## config.mk

```make
export PLATFORM = sky130hd
export DESIGN_NAME = onchip_ram_arbiter
export DESIGN_NICKNAME = d
export VERILOG_FILES = /design/src/rtl/onchip_ram_arb_pkg.sv /design/src/rtl/onchip_ram_rr_arbiter.sv /design/src/rtl/onchip_ram_arbiter.sv
export SDC_FILE = /design/constraint.sdc
export NUM_CORES = 1
export LEC_CHECK = 0
export ABC_AREA = 1
export ABC_CLOCK_PERIOD_IN_PS = 1400
export BUFFER_PORTS_ARGS = -buffer_cell sky130_fd_sc_hd__buf_2
export CORE_AREA = 2 2 101 103
export DETAILED_ROUTE_END_ITERATION = 12
export DIE_AREA = 0 0 103 105
export PLACE_DENSITY = 0.63
export SKIP_LAST_GASP = 1
export SLEW_MARGIN = 0
export SYNTH_ARGS = -nofsm -noshare
export SYNTH_HDL_FRONTEND = slang
export SYNTH_SLANG_ARGS = --single-unit
```

## constraint.sdc

```tcl
create_clock -name clk -period 1.4 [get_ports clk]
set_input_delay 0.14 -clock clk [delete_from_list [all_inputs] [get_ports clk]]
set_output_delay 0.14 -clock clk [all_outputs]
set_load 0.05 [all_outputs]
```

## src/rtl/onchip_ram_arb_pkg.sv

```systemverilog
`default_nettype none
// ============================================================================
// Module   : onchip_ram_arb_pkg
// Brief    : Shared widths and owner encoding for the on-chip RAM arbiter.
// Revision : 1.0 - initial release
// ============================================================================
package onchip_ram_arb_pkg;

   localparam int c_ADDR_W = 14;
   localparam int c_DATA_W = 32;
   localparam int c_BE_W   = c_DATA_W / 8;

   typedef enum logic [1:0] {
      OWN_NONE = 2'd0,
      OWN_M0   = 2'd1,
      OWN_M1   = 2'd2
   } owner_t;

endpackage
`default_nettype wire

```

## src/rtl/onchip_ram_rr_arbiter.sv

```systemverilog
`default_nettype none
// ============================================================================
// Module   : onchip_ram_rr_arbiter
// Brief    : Two-way same-cycle grant with MAX_HOLD-bounded ownership.
//            Optional ARB_LOCK_EN pins ownership while the owner holds lock.
// Revision : 1.0 - initial release
// ============================================================================
module onchip_ram_rr_arbiter
   import onchip_ram_arb_pkg::*;
#(
   parameter int MAX_HOLD = 4
) (
   input  logic       clk,
   input  logic       reset,
   input  logic [1:0] req,
`ifdef ARB_LOCK_EN
   input  logic [1:0] lock,
`endif
   output logic [1:0] grant
);

   localparam int                  c_HOLD_W   = $clog2(MAX_HOLD + 1);
   localparam logic [c_HOLD_W-1:0] c_HOLD_LIM = c_HOLD_W'(MAX_HOLD - 1);
   localparam logic [c_HOLD_W-1:0] c_HOLD_MAX = '1;

   owner_t              r_owner;
   logic                r_last;      // 1 when M1 was granted most recently
   logic [c_HOLD_W-1:0] r_hold_cnt;
   logic                w_locked;
   logic                w_keep;
   owner_t              w_next_owner;

`ifdef ARB_LOCK_EN
   assign w_locked = ((r_owner == OWN_M0) && lock[0] && req[0]) ||
                     ((r_owner == OWN_M1) && lock[1] && req[1]);
`else
   assign w_locked = 1'b0;
`endif

   assign w_keep       = w_locked || (r_hold_cnt < c_HOLD_LIM);
   assign w_next_owner = grant[1] ? OWN_M1 : OWN_M0;

   always_comb begin
      grant = 2'b00;
      if (!reset) begin
         case (req)
            2'b01:   grant = 2'b01;
            2'b10:   grant = 2'b10;
            2'b11: begin
               if (r_owner == OWN_NONE)
                  grant = r_last ? 2'b01 : 2'b10;
               else
                  grant = ((r_owner == OWN_M0) == w_keep) ? 2'b01 : 2'b10;
            end
            default: grant = 2'b00;
         endcase
      end
   end

   always_ff @(posedge clk or posedge reset) begin
      if (reset) begin
         r_owner    <= OWN_NONE;
         r_last     <= 1'b1;
         r_hold_cnt <= '0;
      end else if (grant == 2'b00) begin
         r_owner    <= OWN_NONE;
         r_hold_cnt <= '0;
      end else begin
         r_owner <= w_next_owner;
         r_last  <= grant[1];
         // Count only contested re-grants; saturate so a long lock cannot wrap.
         if ((&req) && (w_next_owner == r_owner)) begin
            if (r_hold_cnt != c_HOLD_MAX)
               r_hold_cnt <= r_hold_cnt + 1'b1;
         end else begin
            r_hold_cnt <= '0;
         end
      end
   end

endmodule
`default_nettype wire

```

## src/rtl/onchip_ram_arbiter.sv

```systemverilog
`default_nettype none
// ============================================================================
// Module   : onchip_ram_arbiter
// Brief    : Two Avalon-MM masters sharing one single-port on-chip RAM.
//            Define ARB_LOCK_EN to add m0_lock/m1_lock ownership locking.
// Revision : 1.0 - initial release
// ============================================================================
module onchip_ram_arbiter
   import onchip_ram_arb_pkg::*;
#(
   parameter int ADDR_W   = c_ADDR_W,
   parameter int DATA_W   = c_DATA_W,
   parameter int BE_W     = c_BE_W,
   parameter int MAX_HOLD = 4
) (
   input  logic              clk,
   input  logic              reset,
`ifdef ARB_LOCK_EN
   input  logic              m0_lock,
   input  logic              m1_lock,
`endif
   input  logic [ADDR_W-1:0] m0_address,
   input  logic [BE_W-1:0]   m0_byteenable,
   input  logic              m0_read,
   input  logic              m0_write,
   input  logic [DATA_W-1:0] m0_writedata,
   output logic              m0_waitrequest,
   output logic [DATA_W-1:0] m0_readdata,
   output logic              m0_readdatavalid,
   input  logic [ADDR_W-1:0] m1_address,
   input  logic [BE_W-1:0]   m1_byteenable,
   input  logic              m1_read,
   input  logic              m1_write,
   input  logic [DATA_W-1:0] m1_writedata,
   output logic              m1_waitrequest,
   output logic [DATA_W-1:0] m1_readdata,
   output logic              m1_readdatavalid,
   output logic [ADDR_W-1:0] ram_address,
   output logic [BE_W-1:0]   ram_byteenable,
   output logic              ram_chipselect,
   output logic              ram_write,
   output logic [DATA_W-1:0] ram_writedata,
   output logic              ram_clken,
   input  logic [DATA_W-1:0] ram_readdata
);

   logic [1:0] w_req;
   logic [1:0] w_grant;
   logic [1:0] r_rd_pend;

   assign w_req = {m1_read | m1_write, m0_read | m0_write};

   onchip_ram_rr_arbiter #(
      .MAX_HOLD (MAX_HOLD)
   ) u_arb (
      .clk   (clk),
      .reset (reset),
      .req   (w_req),
`ifdef ARB_LOCK_EN
      .lock  ({m1_lock, m0_lock}),
`endif
      .grant (w_grant)
   );

   // The arbiter already withholds grants in reset, which forces chipselect/write low.
   assign m0_waitrequest = reset | (w_req[0] & ~w_grant[0]);
   assign m1_waitrequest = reset | (w_req[1] & ~w_grant[1]);

   assign ram_address    = w_grant[1] ? m1_address    : m0_address;
   assign ram_byteenable = w_grant[1] ? m1_byteenable : m0_byteenable;
   assign ram_writedata  = w_grant[1] ? m1_writedata  : m0_writedata;
   assign ram_chipselect = |w_grant;
   assign ram_write      = (w_grant[0] & m0_write) | (w_grant[1] & m1_write);
   assign ram_clken      = ~reset;

   always_ff @(posedge clk or posedge reset) begin
      if (reset)
         r_rd_pend <= 2'b00;
      else
         r_rd_pend <= {w_grant[1] & m1_read & ~m1_write,
                       w_grant[0] & m0_read & ~m0_write};
   end

   assign m0_readdatavalid = r_rd_pend[0];
   assign m1_readdatavalid = r_rd_pend[1];
   assign m0_readdata      = ram_readdata;
   assign m1_readdata      = ram_readdata;

endmodule
`default_nettype wire

```

### After elaboration in Yosys (flattened, before gate mapping)

Index checks and enable logic that the tools add are counted.
W data, S select, Z words.

* $add $sub $neg: 1
* magnitude comparators: 1
* equality and inequality tests: 8
* multiplexer cells: 13
* bitwise operators: 18
* reductions and logical operators: 5

Operator list (number)
* $mux W32: 1
* $mux W14: 1
* $mux W2: 6
* $mux W3: 3
* $and A1 B1 Y1: 8
* $pmux W2 S3: 1
* $not A1 Y1: 5
* $or A1 B1 Y1: 5
* $eq A2 B1 Y1 const B: 2
* $eq A2 B2 Y1 const B: 2
* $logic_not A2 Y1: 2
* $mux W4: 1
* $add A3 B1 Y3 const B: 1
* $lt A3 B2 Y1 const B: 1
* $ne A3 B2 Y1 const B: 1
* $ne A3 B3 Y1 const B: 1
* $eq A2 B2 Y1: 1
* $reduce_and A2 Y1: 1
* $reduce_or A2 Y1: 1
* $eq A1 B1 Y1: 1
* $logic_and A1 B1 Y1: 1

* flip-flop bits (word level): 8
* output and inout port bits: 121
* word-level logic and storage cells: 50

### Depth between registers and ports, before layout

Gate-level depths: netlist (run 1).

* depth after elaboration: 11
* depth in mapped cells: 11
* depth with buffers taken out: 11

### Cells and area by module

Synthesis (run 1) repeated with hierarchy kept, for this count alone.

* cells, all modules: 297
* area total of the unflattened synthesis: 1736.7 um2

By module, submodules not included
* onchip_ram_arbiter: instances 1, cells an instance 244, area an instance 1348.8 um2, sequential area each 50.0 um2
* onchip_ram_rr_arbiter: instances 1, cells an instance 53, area an instance 387.9 um2, sequential area each 151.4 um2

### Worst setup path before layout (run 1)

No wires, ideal clock.

* path kind: register -> output
* start point: reg u_arb.r_last
* end point: out m1_waitrequest
* data arrival time: 1895 ps
* required time: 1260 ps
* slack: -635 ps
* cell stages (with the launch flop): 7
* path buffers: 0
* path through: dfstp_2 -> nand2_1 -> nand2_1 -> nand2_1 -> nand2_1 -> nand2_2 -> o21ai_0

* cells in the longest elaborated chain, start to end: 7

Ends and longest elaborated chain
* start, declared: line onchip_ram_rr_arbiter.sv:27 `logic r_last;`
* start signal, assigned: line onchip_ram_rr_arbiter.sv:70 `r_last <= grant[1];`
* $mux W2: line onchip_ram_rr_arbiter.sv:51 `grant = r_last ? 2'b01 : 2'b10;`
* $mux W2: line onchip_ram_rr_arbiter.sv:50 `if (r_owner == OWN_NONE)`
* $pmux W2 S3: line onchip_ram_rr_arbiter.sv:46 `case (req)`
* $mux W2: line onchip_ram_rr_arbiter.sv:45 `if (!reset) begin`
* $not A1 Y1: line onchip_ram_arbiter.sv:67 `assign m1_waitrequest = reset | (w_req[1] & ~w_grant[1]);`
* $and A1 B1 Y1: line onchip_ram_arbiter.sv:67
* $or A1 B1 Y1: line onchip_ram_arbiter.sv:67
* end, declared: line onchip_ram_arbiter.sv:35 `output logic m1_waitrequest,`

No other way between the ends.

### Worst setup path in the final report (run 1)

* start point: reg u_arb.r_last
* end point: out ram_writedata[8]

* cells in the longest elaborated chain, start to end: 5

Ends and longest elaborated chain
* $mux W2: line onchip_ram_rr_arbiter.sv:51
* $mux W2: line onchip_ram_rr_arbiter.sv:50
* $pmux W2 S3: line onchip_ram_rr_arbiter.sv:46
* $mux W2: line onchip_ram_rr_arbiter.sv:45
* $mux W32: line onchip_ram_arbiter.sv:71 `assign ram_writedata = w_grant[1] ? m1_writedata : m0_writedata;`
* end, declared: line onchip_ram_arbiter.sv:42 `output logic [DATA_W-1:0] ram_writedata,`

No other way between the ends.

==> reports/metrics.yaml, run 1 <==
antenna_found_initial: 0
final.period_utilization_pct: 134.3
cap_viol_max_count: 0
cts_tree: "done"
skew_ps: 2.476
cp-start-kind: "register"
period_minus_slack_ps: 1880
worst_ep_required_time_ps: 1260
drive_gt1_share_pct: 78.16
via_per_inst: 3.894
synth_area_leader_cell: "nand2_1"
die_y_um: 105
vdd_drop_max_uv: 554.7
avgRoutedWirePerCell_um: 12.72
crit_path_max_fanout: 7
worst_skew_pair.late_latency_ps: 230
syn_avg_cell_area_um2: 5.716
cts.path.max_buffers: 2
die_area_um2: 10820
criticalPathCategory: "reg2out"
failed_checks: "negative setup slack"
crit_family: "simple AND/OR/NAND/NOR gates"
grt_pass1_vias: 2140
syn-num-nets: 425
arrival_ps: 1740
yosysSeqAreaShare_pct: 12.37
outcome: "finished, violations left"
cts_root_buffer: "clkbuf_8"
regArea_um2: 202.7
drcViolationCount: 0
first_pass_iters: 4
die_w_um: 103
gr-total-overflow: 0
vias: 2087
crit_top_cell: "nand2_4"
cp-end-kind: "output pin"
cts_buffers: 3
final-setup-viol-count: 57
p_leak_nw: 1.837
crit_buf_inv: 3
ys_ff_latch: 8
clk_pin_slew_worst_paths_ps: 40
multi_input_area_um2: 1415
power.density_nw_per_um2: 938.5
finalPower_mw: 3.170
yosys_warnings: 0
grt_max_degree: 21
max_freq_mhz: 532.1
final-hold-violation-count: 0
gp_congestion: 0.7299
fillers: 1012
reg2reg_from: "u_arb.r_last"
core_um2: 9639
tightest_slew_ps: 428.8
stdcell_area_um2: 3378
fp-row-count: 36
grtUsageTotal_pct: 11.28
io_pins: 259
grt_pass1_wl_mm: 9.729
cts_htree_levels: 1
drtAntennaViolNets: 0
io_buffers: 162
yosysTopAreaCellShare_pct: 35.94
slew_viol_final: 0
worstSetupStartpoint: "u_arb.r_last"
totalWireLength_mm: 6.818
syn_inst: 285
rsz0062_at_grt: "true"
slew-limit-headroom_pct: 71.31
area_growth_syn_to_layout_pct: 107.4
cp_slowest_cell: "dfstp_2"
cp_cell_sequence: "nand2_1, nand2_1, nand2_2, nand2_4, nand2_4, nand2_8, clkinv_8, clkbuf_16, nand2_2, nand2_4, buf_6"
slowest_delay_ps: 530
start_util_pct: 16.90
holdCritPathClass: "in2async"
yosys.cell_types.count: 18
drt_iter0_drc: 62
syn_area_um2: 1629
dpl.hpwl_mm: 5.501
finalWorstSetupSlack_ps: -479.5
synth_area_leaders: "nand2_1 (36%), buf_4 (32%), dfrtp_1 (11%)"
cts_num_sinks: 8
n_antenna_cell: 0
place_ws_ps: -353.2
place_area_um2: 2744
nNetsFinal: 544
## per-stage QoR
| stage | cells | utilization [%] | hold WS, ps | TNS, ps |
|---|---|---|---|---|
| finish | 536 | 35.05 | 14.97 | -24710 |
| global route | 536 | 35.05 | 20.90 | -29450 |
| CTS | 531 | 33.02 | 17.23 | -24080 |
| detailed placement | 524 | 28.47 | 72.83 | -16310 |
| global placement | 524 | 28.47 | 73.69 | -14470 |
| floorplan | 285 | - | 30.74 | -2474 |
## cell type report
| class | count | share of cell area, % |
|---|---|---|
| Sequential cell | 8 | 6.000 |
| Tap cell | 133 | 4.926 |
| Timing Repair Buffer | 188 | 43.93 |
| Inverter | 13 | 1.926 |
| Multi-Input combinational cell | 190 | 41.89 |
| Clock buffer | 4 | 1.333 |
## cell families (layout without fill, tap and decap cells)
group / count (synthesis) / after routing / share of synthesized area, %
buffers and inverters: 87 / 205 / 39.09
muxes: 1 / 1 / 0.6145
adders and majority gates: 2 / 2 / 1.536
xor gates and xnor gates: 1 / 1 / 0.5377
DFF: 8 / 8 / 12.37
AOI/OAI and AO/OA: 4 / 4 / 1.229
and+or+nand+nor: 182 / 182 / 44.62
## worst paths after layout
check,endpoint,slack (ps),cells after the start
min in group clk,r_rd_pend[1],140,3
min reg2reg,u_arb.r_last,480,2
max,ram_writedata[8],-480,11
min,u_arb.r_owner[0],10,3
max reg2reg,u_arb.r_hold_cnt[2],-170,11
max in group asynchronous,u_arb.r_hold_cnt[0],770,3
## worst reg2reg max path, delay by kind of cell, from the launching register on
family	cells	cell delay, ps
simple gates	8	620
buf+inv	3	350
flops	1	530
## cells in the final DEF (no fill, tap or decap), types with 6 or more instances in the layout
cell	instances
buf_12	8
buf_2	109
buf_4	14
buf_6	50
dfrtp_1	6
inv_1	7
nand2_1	58
nand2_2	46
nand2_4	60
nor2_1	6
## per-layer routing
| layer | global-route usage (%) | share of wire, % |
|---|---|---|
| met1 | 11.50 | 34 |
| met5 | 0 | 0 |
| met3 | 2.274 | 9.3 |
| met2 | 21.71 | 54 |
| met4 | 4.323 | 2.4 |
## sequential cells by signal (all words and copies together) (netlist names)
| register | count |
|---|---|
| u_arb.r_owner | 2 |
| u_arb.r_last | 1 |
| r_rd_pend | 2 |
| u_arb.r_hold_cnt | 3 |
## power breakdown
group	switching, mW	leakage, nW	internal [mW]	total [mW]
clock network	0.0915	0.0228	0.197	0.289
logic	1.60	1.71	1.01	2.61
registers	0.0161	0.104	0.256	0.272
total	1.70	1.84	1.47	3.17
## repair_timing
action,CTS,global route
gates cloned,0,1
pin swaps,4,12
endpoints found under the hold margin,3,0
hold buffers,1,0
setup endpoints to repair,58,60
gates resized for setup,120,34
setup buffers,4,4
## cells in the mapped netlist
| library cell | count |
|---|---|
| nand2_1 | 156 |
| mux2i_1 | 1 |
| nor2_1 | 7 |
| nand3_1 | 6 |
| dfrtp_1 | 7 |
| inv_1 | 12 |
| buf_4 | 69 |
| buf_6 | 4 |
| ha_1 | 2 |
| nor3_1 | 1 |
| nor2_2 | 1 |
| nand2_4 | 1 |
| dfstp_2 | 1 |
| o21ai_0 | 4 |
| nand2_2 | 10 |
| buf_12 | 1 |
| xor2_1 | 1 |
| inv_6 | 1 |
(Power assumes the default switching activity.)
==> run 2: changes to the inputs <==
--- a/config.mk
+++ b/config.mk
@@ -7,7 +7,7 @@
 export LEC_CHECK = 0
 export ABC_AREA = 1
 export ABC_CLOCK_PERIOD_IN_PS = 1400
-export BUFFER_PORTS_ARGS = -buffer_cell sky130_fd_sc_hd__buf_2
+export BUFFER_PORTS_ARGS = -buffer_cell sky130_fd_sc_hd__buf_4
 export CORE_AREA = 2 2 101 103
 export DETAILED_ROUTE_END_ITERATION = 12
 export DIE_AREA = 0 0 103 105
==> constraint.sdc (replaced) <==
create_clock -name clk -period 1.4 [get_ports clk]
set_input_delay 0.07 -clock clk [delete_from_list [all_inputs] [get_ports clk]]
set_output_delay 0.07 -clock clk [all_outputs]
set_load 0.05 [all_outputs]
==> run 2 against run 1 <==
Net effect: the run ends with negative hold slack, negative setup slack left; first-iteration DRC count fell by 19%; setup slack got worse by 9.5 ps; non-clock buffer count fell by 4; sequential power fell by 2%; routed wire length rose by 11%; critical path depth did not move; global-route usage rose by 0.25 points; utilization rose by 1.1 points; critical path type unchanged.
==> reports/metrics.yaml, run 2 (synthesis results as in run 1) <==
outcome: "finished, violations left"
failed_checks: "negative hold slack, negative setup slack"
final.period_utilization_pct: 134.9  # +0.68 points
crit_family: "simple AND/OR/NAND/NOR gates"
holdCritPathClass: "in2async"
worst_skew_pair.late_latency_ps: 230  # about the same
cp_slowest_cell: "dfstp_2"
rsz0062_at_grt: "true"
n_antenna_cell: 0  # unchanged
finalWorstSetupSlack_ps: -489.1  # -9.536 ps
period_minus_slack_ps: 1889  # +9.536 ps
criticalPathCategory: "reg2out"
drtAntennaViolNets: 0  # unchanged
die_area_um2: 10820  # unchanged
crit_path_max_fanout: 6  # -1
final_cell_mix: "buf_4 (130), nand2_1 (100), nand2_4 (55)"
die_y_um: 105  # unchanged
fillers: 1029  # +1.7%
antenna_found_initial: 0  # unchanged
cap_viol_max_count: 0  # unchanged
cts_tree: "done"
core_um2: 9639  # unchanged
grt_pass1_vias: 2074  # -3.1%
vdd_drop_max_uv: 326.9  # -41%
slew-limit-headroom_pct: 73.69  # +2.4 points
die_w_um: 103  # unchanged
arrival_ps: 1820  # +80 ps
reg.largest.list: "u_arb.r_hold_cnt: 3 flops, r_rd_pend: 2 flops, u_arb.r_owner: 2 flops"
cts_num_sinks: 8  # unchanged
area_growth_syn_to_layout_pct: 113.6
max_freq_mhz: 529.4  # -0.50%
slowest_delay_ps: 520  # about the same
drt_iter0_drc: 50  # -19%
clk_pin_slew_worst_paths_ps: 40  # about the same
grt_max_degree: 54  # +160%
skew_ps: 0.2771  # -2.199 ps
grtUsageTotal_pct: 11.53  # +0.25 points
nNetsFinal: 542  # -0.37%
drcViolationCount: 0  # unchanged
crit_top_cell: "nand2_1"
largest_register_ffs: 3  # unchanged
via_per_inst: 3.959  # +1.7%
final-setup-viol-count: 57  # unchanged
regMostFlops: "u_arb.r_hold_cnt"
r2r_slack_ps: -90  # +80 ps
final-hold-violation-count: 1  # +1
cp-start-kind: "register"
hold_slack_ps: -5.668  # -20.64 ps
cp_cell_sequence: "nand2_1, nand2_1, nand2_1, nand2_1, nand2_2, nand2_8, buf_12, clkbuf_16, nand2_1, nand2_4, buf_6"
io_pins: 259  # unchanged
first_pass_iters: 4  # unchanged
tightest_slew_ps: 393.2  # -35.60 ps
drive_gt1_share_pct: 65.84  # -12 points
vias: 2114  # +1.3%
worst_ep_required_time_ps: 1330  # +70 ps
fp-row-count: 36  # unchanged
power.density_nw_per_um2: 911.7  # -2.9%
crit_buf_inv: 3  # unchanged
slew_viol_final: 0  # unchanged
p_leak_nw: 1.879  # +2.3%
mostFrequentLayoutCell: "buf_4"
dpl.hpwl_mm: 5.376  # -2.3%
avgRoutedWirePerCell_um: 14.19  # +12%
cts_htree_levels: 1  # unchanged
cp-end-kind: "output pin"
gr-total-overflow: 0  # unchanged
cts_root_buffer: "clkbuf_8"
io_buffers: 162  # unchanged
cts_buffers: 3  # unchanged
grt_pass1_wl_mm: 9.956  # +2.3%
finalPower_mw: 3.172  # about the same
start_util_pct: 16.90  # unchanged
totalWireLength_mm: 7.575  # +11%
gp_congestion: 0.8520  # +17%
cts.path.max_buffers: 2  # unchanged
## run 2: changes by cell type in the layout (fill, tap and decap cells not counted), moves of 2 or more
cell	delta
inv_1	+4
clkinv_16	+2
nand2_2	-35
nand2_8	-2
buf_6	-12
buf_8	+3
buf_4	+116
buf_12	-4
buf_2	-109
nand2_4	-5
inv_2	-3
nand2_1	+42
## run 2: area by class of cell
cell class              count  area, µm²  area share [%]
clock buffers               4      45.04           1.294
inverters                  13      75.07           2.157
multi-input cells         190       1251           35.96
flip-flops and latches      8      201.4           5.789
well taps                 133      166.4           4.782
repair buffers            184       1694           48.69
repair inverters            2      46.29           1.330
## run 2: timing repair
item	in CTS	in global routing
hold buffers	1	0
hold endpoints to repair	7	0
resized for setup	56	29
pin swaps	2	4
buffers inserted	2	4
cloned	1	4
setup endpoints to repair	58	60
## run 2: tightest hold or removal path, delay by kind of cell
kind / cells / cell delay, ps
buf+inv: 3 / 500
## run 2: metrics by stage
| stage | setup slack, ps | instance area [µm²] | std cells | utilization, % | setup TNS, ps |
|---|---|---|---|---|---|
| finish | -489.1 | 3480 | 534 | 36.10 | -23260 |
| global route | -570.8 | 3480 | 534 | 36.10 | -28290 |
| CTS | -464.8 | 3219 | 526 | 33.40 | -22570 |
| detailed placement | -328.4 | 2909 | 518 | 30.18 | -15360 |
| global placement | -304.8 | 2909 | 518 | 30.18 | -13910 |
| floorplan | 17.37 | 2007 | 285 | - | 0 |
## run 2: layer usage
layer / global-route usage [%] / share of wire [%]
met1: 11.65 / 34
met5: 0 / 0
met3: 4.147 / 12
met4: 4.887 / 3.0
met2: 20.83 / 51
## run 2: path summary, 6_finish.rpt
path / endpoint / start / cells past startpoint
worst min-delay path: u_arb.r_owner[0] / reset / 3
worst max register to register: u_arb.r_hold_cnt[2] / u_arb.r_last / 10
max in group asynchronous: u_arb.r_last / reset / 4
worst max-delay path: ram_address[9] / u_arb.r_last / 11
worst min register to register: u_arb.r_last / u_arb.r_last / 2
min in group clk: r_rd_pend[1] / m1_write / 2
## run 2: report_power, final
group	internal, mW	leakage [nW]	switching [mW]
Sequential	0.255	0.105	0.0121
Combinational	1.03	1.75	1.57
Clock	0.199	0.0228	0.106
Total	1.49	1.88	1.68
==> run 3: changes to the inputs <==
--- a/config.mk
+++ b/config.mk
@@ -5,13 +5,15 @@
 export SDC_FILE = /design/constraint.sdc
 export NUM_CORES = 1
 export LEC_CHECK = 0
-export ABC_AREA = 1
+export ABC_AREA = 0
 export ABC_CLOCK_PERIOD_IN_PS = 1400
 export BUFFER_PORTS_ARGS = -buffer_cell sky130_fd_sc_hd__buf_4
-export CORE_AREA = 2 2 101 103
+export CELL_PAD_IN_SITES_DETAIL_PLACEMENT = 1
+export CELL_PAD_IN_SITES_GLOBAL_PLACEMENT = 2
+export CORE_MARGIN = 2
+export CORE_UTILIZATION = 12
 export DETAILED_ROUTE_END_ITERATION = 12
-export DIE_AREA = 0 0 103 105
-export PLACE_DENSITY = 0.63
+export PLACE_DENSITY = 0.89
 export SKIP_LAST_GASP = 1
 export SLEW_MARGIN = 0
 export SYNTH_ARGS = -nofsm -noshare
==> run 3 against run 2 <==
Net effect: the run ends with negative setup slack left; setup slack lost 320 ps; design area shrank 6.5%; synthesized cell count shrank 42%; flip-flop and latch count is the same; utilization shrank 12 points; first-iteration DRC count shrank 68%; sequential power is essentially flat; sequential share of layout area grew 0.41 points; critical path type unchanged; critical endpoint is now ram_writedata[3].
==> reports/metrics.yaml, run 3 <==
pwr-share-clk_pct: 18.5  # +8.9 points
start_util_pct: 12.16  # -4.7 points
antenna_found_initial: 0  # unchanged
io_pins: 259  # unchanged
ys_ff_latch: 8  # unchanged
finalPower_mw: 2.748  # -13%
grt_max_degree: 16  # -70%
yosys_warnings: 0  # unchanged
max_freq_mhz: 453.4  # -14%
syn-num-nets: 305  # -28%
drive_gt1_share_pct: 88.19  # +22 points
yosysSeqAreaShare_pct: 12.02  # -0.34 points
grt_pass1_wl_mm: 9.080  # -8.8%
yosysTopAreaCellShare_pct: 28.68  # -7.3 points
crit_path_max_fanout: 4  # -2
switchingPower_mw: 1.177  # -30%
cp-start-kind: "register"
crit_buf_inv: 4  # +1
synth_edf_count: 0  # unchanged
skew_ps: 7.267  # +6.990 ps
synth_area_leader_cell: "buf_4"
worst_skew_pair.late_latency_ps: 240  # about the same
failed_checks: "negative setup slack"
die_y_um: 122.2  # +16%
outcome: "finished, violations left"
nNetsFinal: 429  # -21%
rsz0062_at_grt: "true"
p_seq_share_pct: 9.8  # +1.4 points
syn_inst: 165  # -42%
cp_slowest_cell: "dfstp_2"
comb_power_share_pct: 71.6  # -10 points
die_w_um: 122.2  # +19%
syn_avg_cell_area_um2: 10.15  # +78%
cp_cell_sequence: "nor2_1, o21a_1, o31ai_4, buf_6, buf_12, clkbuf_16, mux2_4, buf_8"
gp_congestion: 0.7726  # -9.3%
internal-power_mw: 1.570  # +5.5%
syn_area_um2: 1675  # +2.8%
power.density_nw_per_um2: 844.9  # -7.3%
regMostFlops: "u_arb.r_hold_cnt"
ys_async_sr_fraction_pct: 100.0  # unchanged
die_area_um2: 14920  # +38%
cp-end-kind: "output pin"
n_antenna_cell: 0  # unchanged
cts_htree_levels: 1  # unchanged
drcViolationCount: 0  # unchanged
final-hold-violation-count: 0  # -1
drt_iter0_drc: 16  # -68%
criticalPathCategory: "reg2out"
slew_viol_final: 0  # unchanged
avgRoutedWirePerCell_um: 14.06  # -0.89%
via_per_inst: 3.513  # -11%
grtUsageTotal_pct: 7.977  # -3.6 points
worst_ep_required_time_ps: 1330  # about the same
cts_tree: "done"
dpl.hpwl_mm: 5.108  # -5.0%
final.period_utilization_pct: 157.5  # +23 points
io_buffers: 162  # unchanged
cts_num_sinks: 8  # unchanged
first_pass_iters: 3  # -1
reg.largest.list: "u_arb.r_hold_cnt: 3 flops, r_rd_pend: 2 flops, u_arb.r_owner: 2 flops"
totalWireLength_mm: 6.580  # -13%
slew-limit-headroom_pct: 79.43  # +5.7 points
fp-row-count: 43  # +19%
grt_pass1_vias: 1822  # -12%
largest_register_ffs: 3  # unchanged
cts_root_buffer: "clkbuf_16"
finalNonFillerCells: 468  # -12%
core_um2: 13770  # +43%
cap_viol_max_count: 0  # unchanged
yosys_most_used_dff: "dfrtp_1"
finalWorstSetupSlack_ps: -805.3  # -316.3 ps
p_sw_share_pct: 42.84  # -10 points
yosysMostFrequentCell: "buf_4"
cts.path.max_buffers: 2  # unchanged
gr-total-overflow: 0  # unchanged
synth_area_leaders: "buf_4 (29%), mux2_4 (27%), dfrtp_1 (10%)"
clk_pin_slew_worst_paths_ps: 30  # about the same
final-setup-viol-count: 60  # +5.3%
arrival_ps: 2140  # +320 ps
p_leak_nw: 1.729  # -8.0%
holdCritPathClass: "in2out"
mostFrequentLayoutCell: "buf_4"
period_minus_slack_ps: 2205  # +316.3 ps
yosys.cell_types.count: 28  # +10
fin_tns_setup_ps: -39770  # -16510 ps
slowest_delay_ps: 540  # +20 ps
final_cell_mix: "buf_4 (152), mux2_4 (50), buf_6 (23)"
crit_family: "buffers and inverters"
vdd_drop_max_uv: 304.5  # -6.8%
drtAntennaViolNets: 0  # unchanged
cts_buffers: 3  # unchanged
vias: 1644  # -22%
dp_cells: 454  # -12%
area_growth_syn_to_layout_pct: 94.10
synth_common_cells: "buf_4 (64), mux2_4 (30), mux2_2 (12)"
tightest_slew_ps: 307.4  # -85.83 ps
run 3: cell types whose count changed in the layout (fill, tap and decap cells not counted), sizes merged, moves of 2 or more:
cell	delta
clkinv	-2
buf	+5
inv	-11
mux2	+50
o31ai	+3
a21oi	+2
nor2b	+2
or2	+2
nor2	+3
o21ai	-3
nand2	-166
nand3	-6
run 3: kinds of logic (layout without fill, tap and decap cells):
logic type	Yosys count	count (layout)	share of synthesized area, %
AO/OA/AOI/OAI	11	11	5.900
XOR/XNOR	2	2	1.046
adder cells (fa/ha/maj)	2	2	1.493
buffers and inverters	71	194	32.49
flip-flops	8	8	12.02
multiplexers	52	52	41.52
AND/OR/NAND/NOR	19	19	5.527
run 3: worst paths after layout:
check	to	depth (start not counted)	from	slack, ps
min in group asynchronous	r_rd_pend[1]	4	reset	190
max reg2reg	r_rd_pend[1]	8	u_arb.r_last	-300
max in group asynchronous	r_rd_pend[0]	4	reset	710
min	m1_readdata[23]	0	ram_readdata[23]	140
max	ram_writedata[3]	8	u_arb.r_last	-810
min reg2reg	u_arb.r_last	2	u_arb.r_last	500
run 3: timing repair:
action	in CTS	in global routing
hold buffers	1	0
resized for setup	39	11
cloned	3	1
buffers inserted	4	2
endpoints found under the setup margin	58	59
hold endpoints to repair	1	0
pin swaps	3	0
run 3: metal layers:
layer / wire length, µm / GRT usage, %
met5: 0 / 0
met4: 109 / 2.874
met3: 737 / 3.184
met2: 3374 / 13.76
met1: 2359 / 8.848
run 3: power groups by stage:
stage | logic (mW) | clock network, mW | registers, mW
floorplan | 1.63 | 0 | 0.277
global placement | 1.70 | 0 | 0.267
detailed placement | 1.72 | 0 | 0.270
CTS | 1.94 | 0.527 | 0.267
global route | 2.06 | 0.532 | 0.272
finish | 1.97 | 0.509 | 0.270
run 3: cell type report:
cell class / count / area [µm²]
fillers: 1582 / 10520
inverters: 2 / 7.507
multi-input cells: 86 / 1086
well taps: 180 / 225.2
clock buffers: 4 / 78.83
repair buffers: 188 / 1653
flip-flops and latches: 8 / 201.4
run 3: per-stage QoR:
stage	setup WS (ps)	hold slack, ps	util (%)	cell area [µm²]
2_1_floorplan	-476.7	95.67	-	1768
3_3_place_gp	-593.2	140.5	20.46	2818
3_5_place_dp	-650.3	140.5	20.46	2818
4_1_cts	-812.7	140.5	22.97	3164
5_1_grt	-874.1	140.1	23.61	3252
6_report	-805.3	140.0	23.61	3252
run 3: worst reg2reg max path, stage by stage, from the launching register on:
cell and delay (ps):
dfstp_2 540, nor2_1 40, o21a_1 210, o31ai_4 210, buf_6 190, buf_12 120
clkbuf_16 140, buf_6 110, nor2_1 40
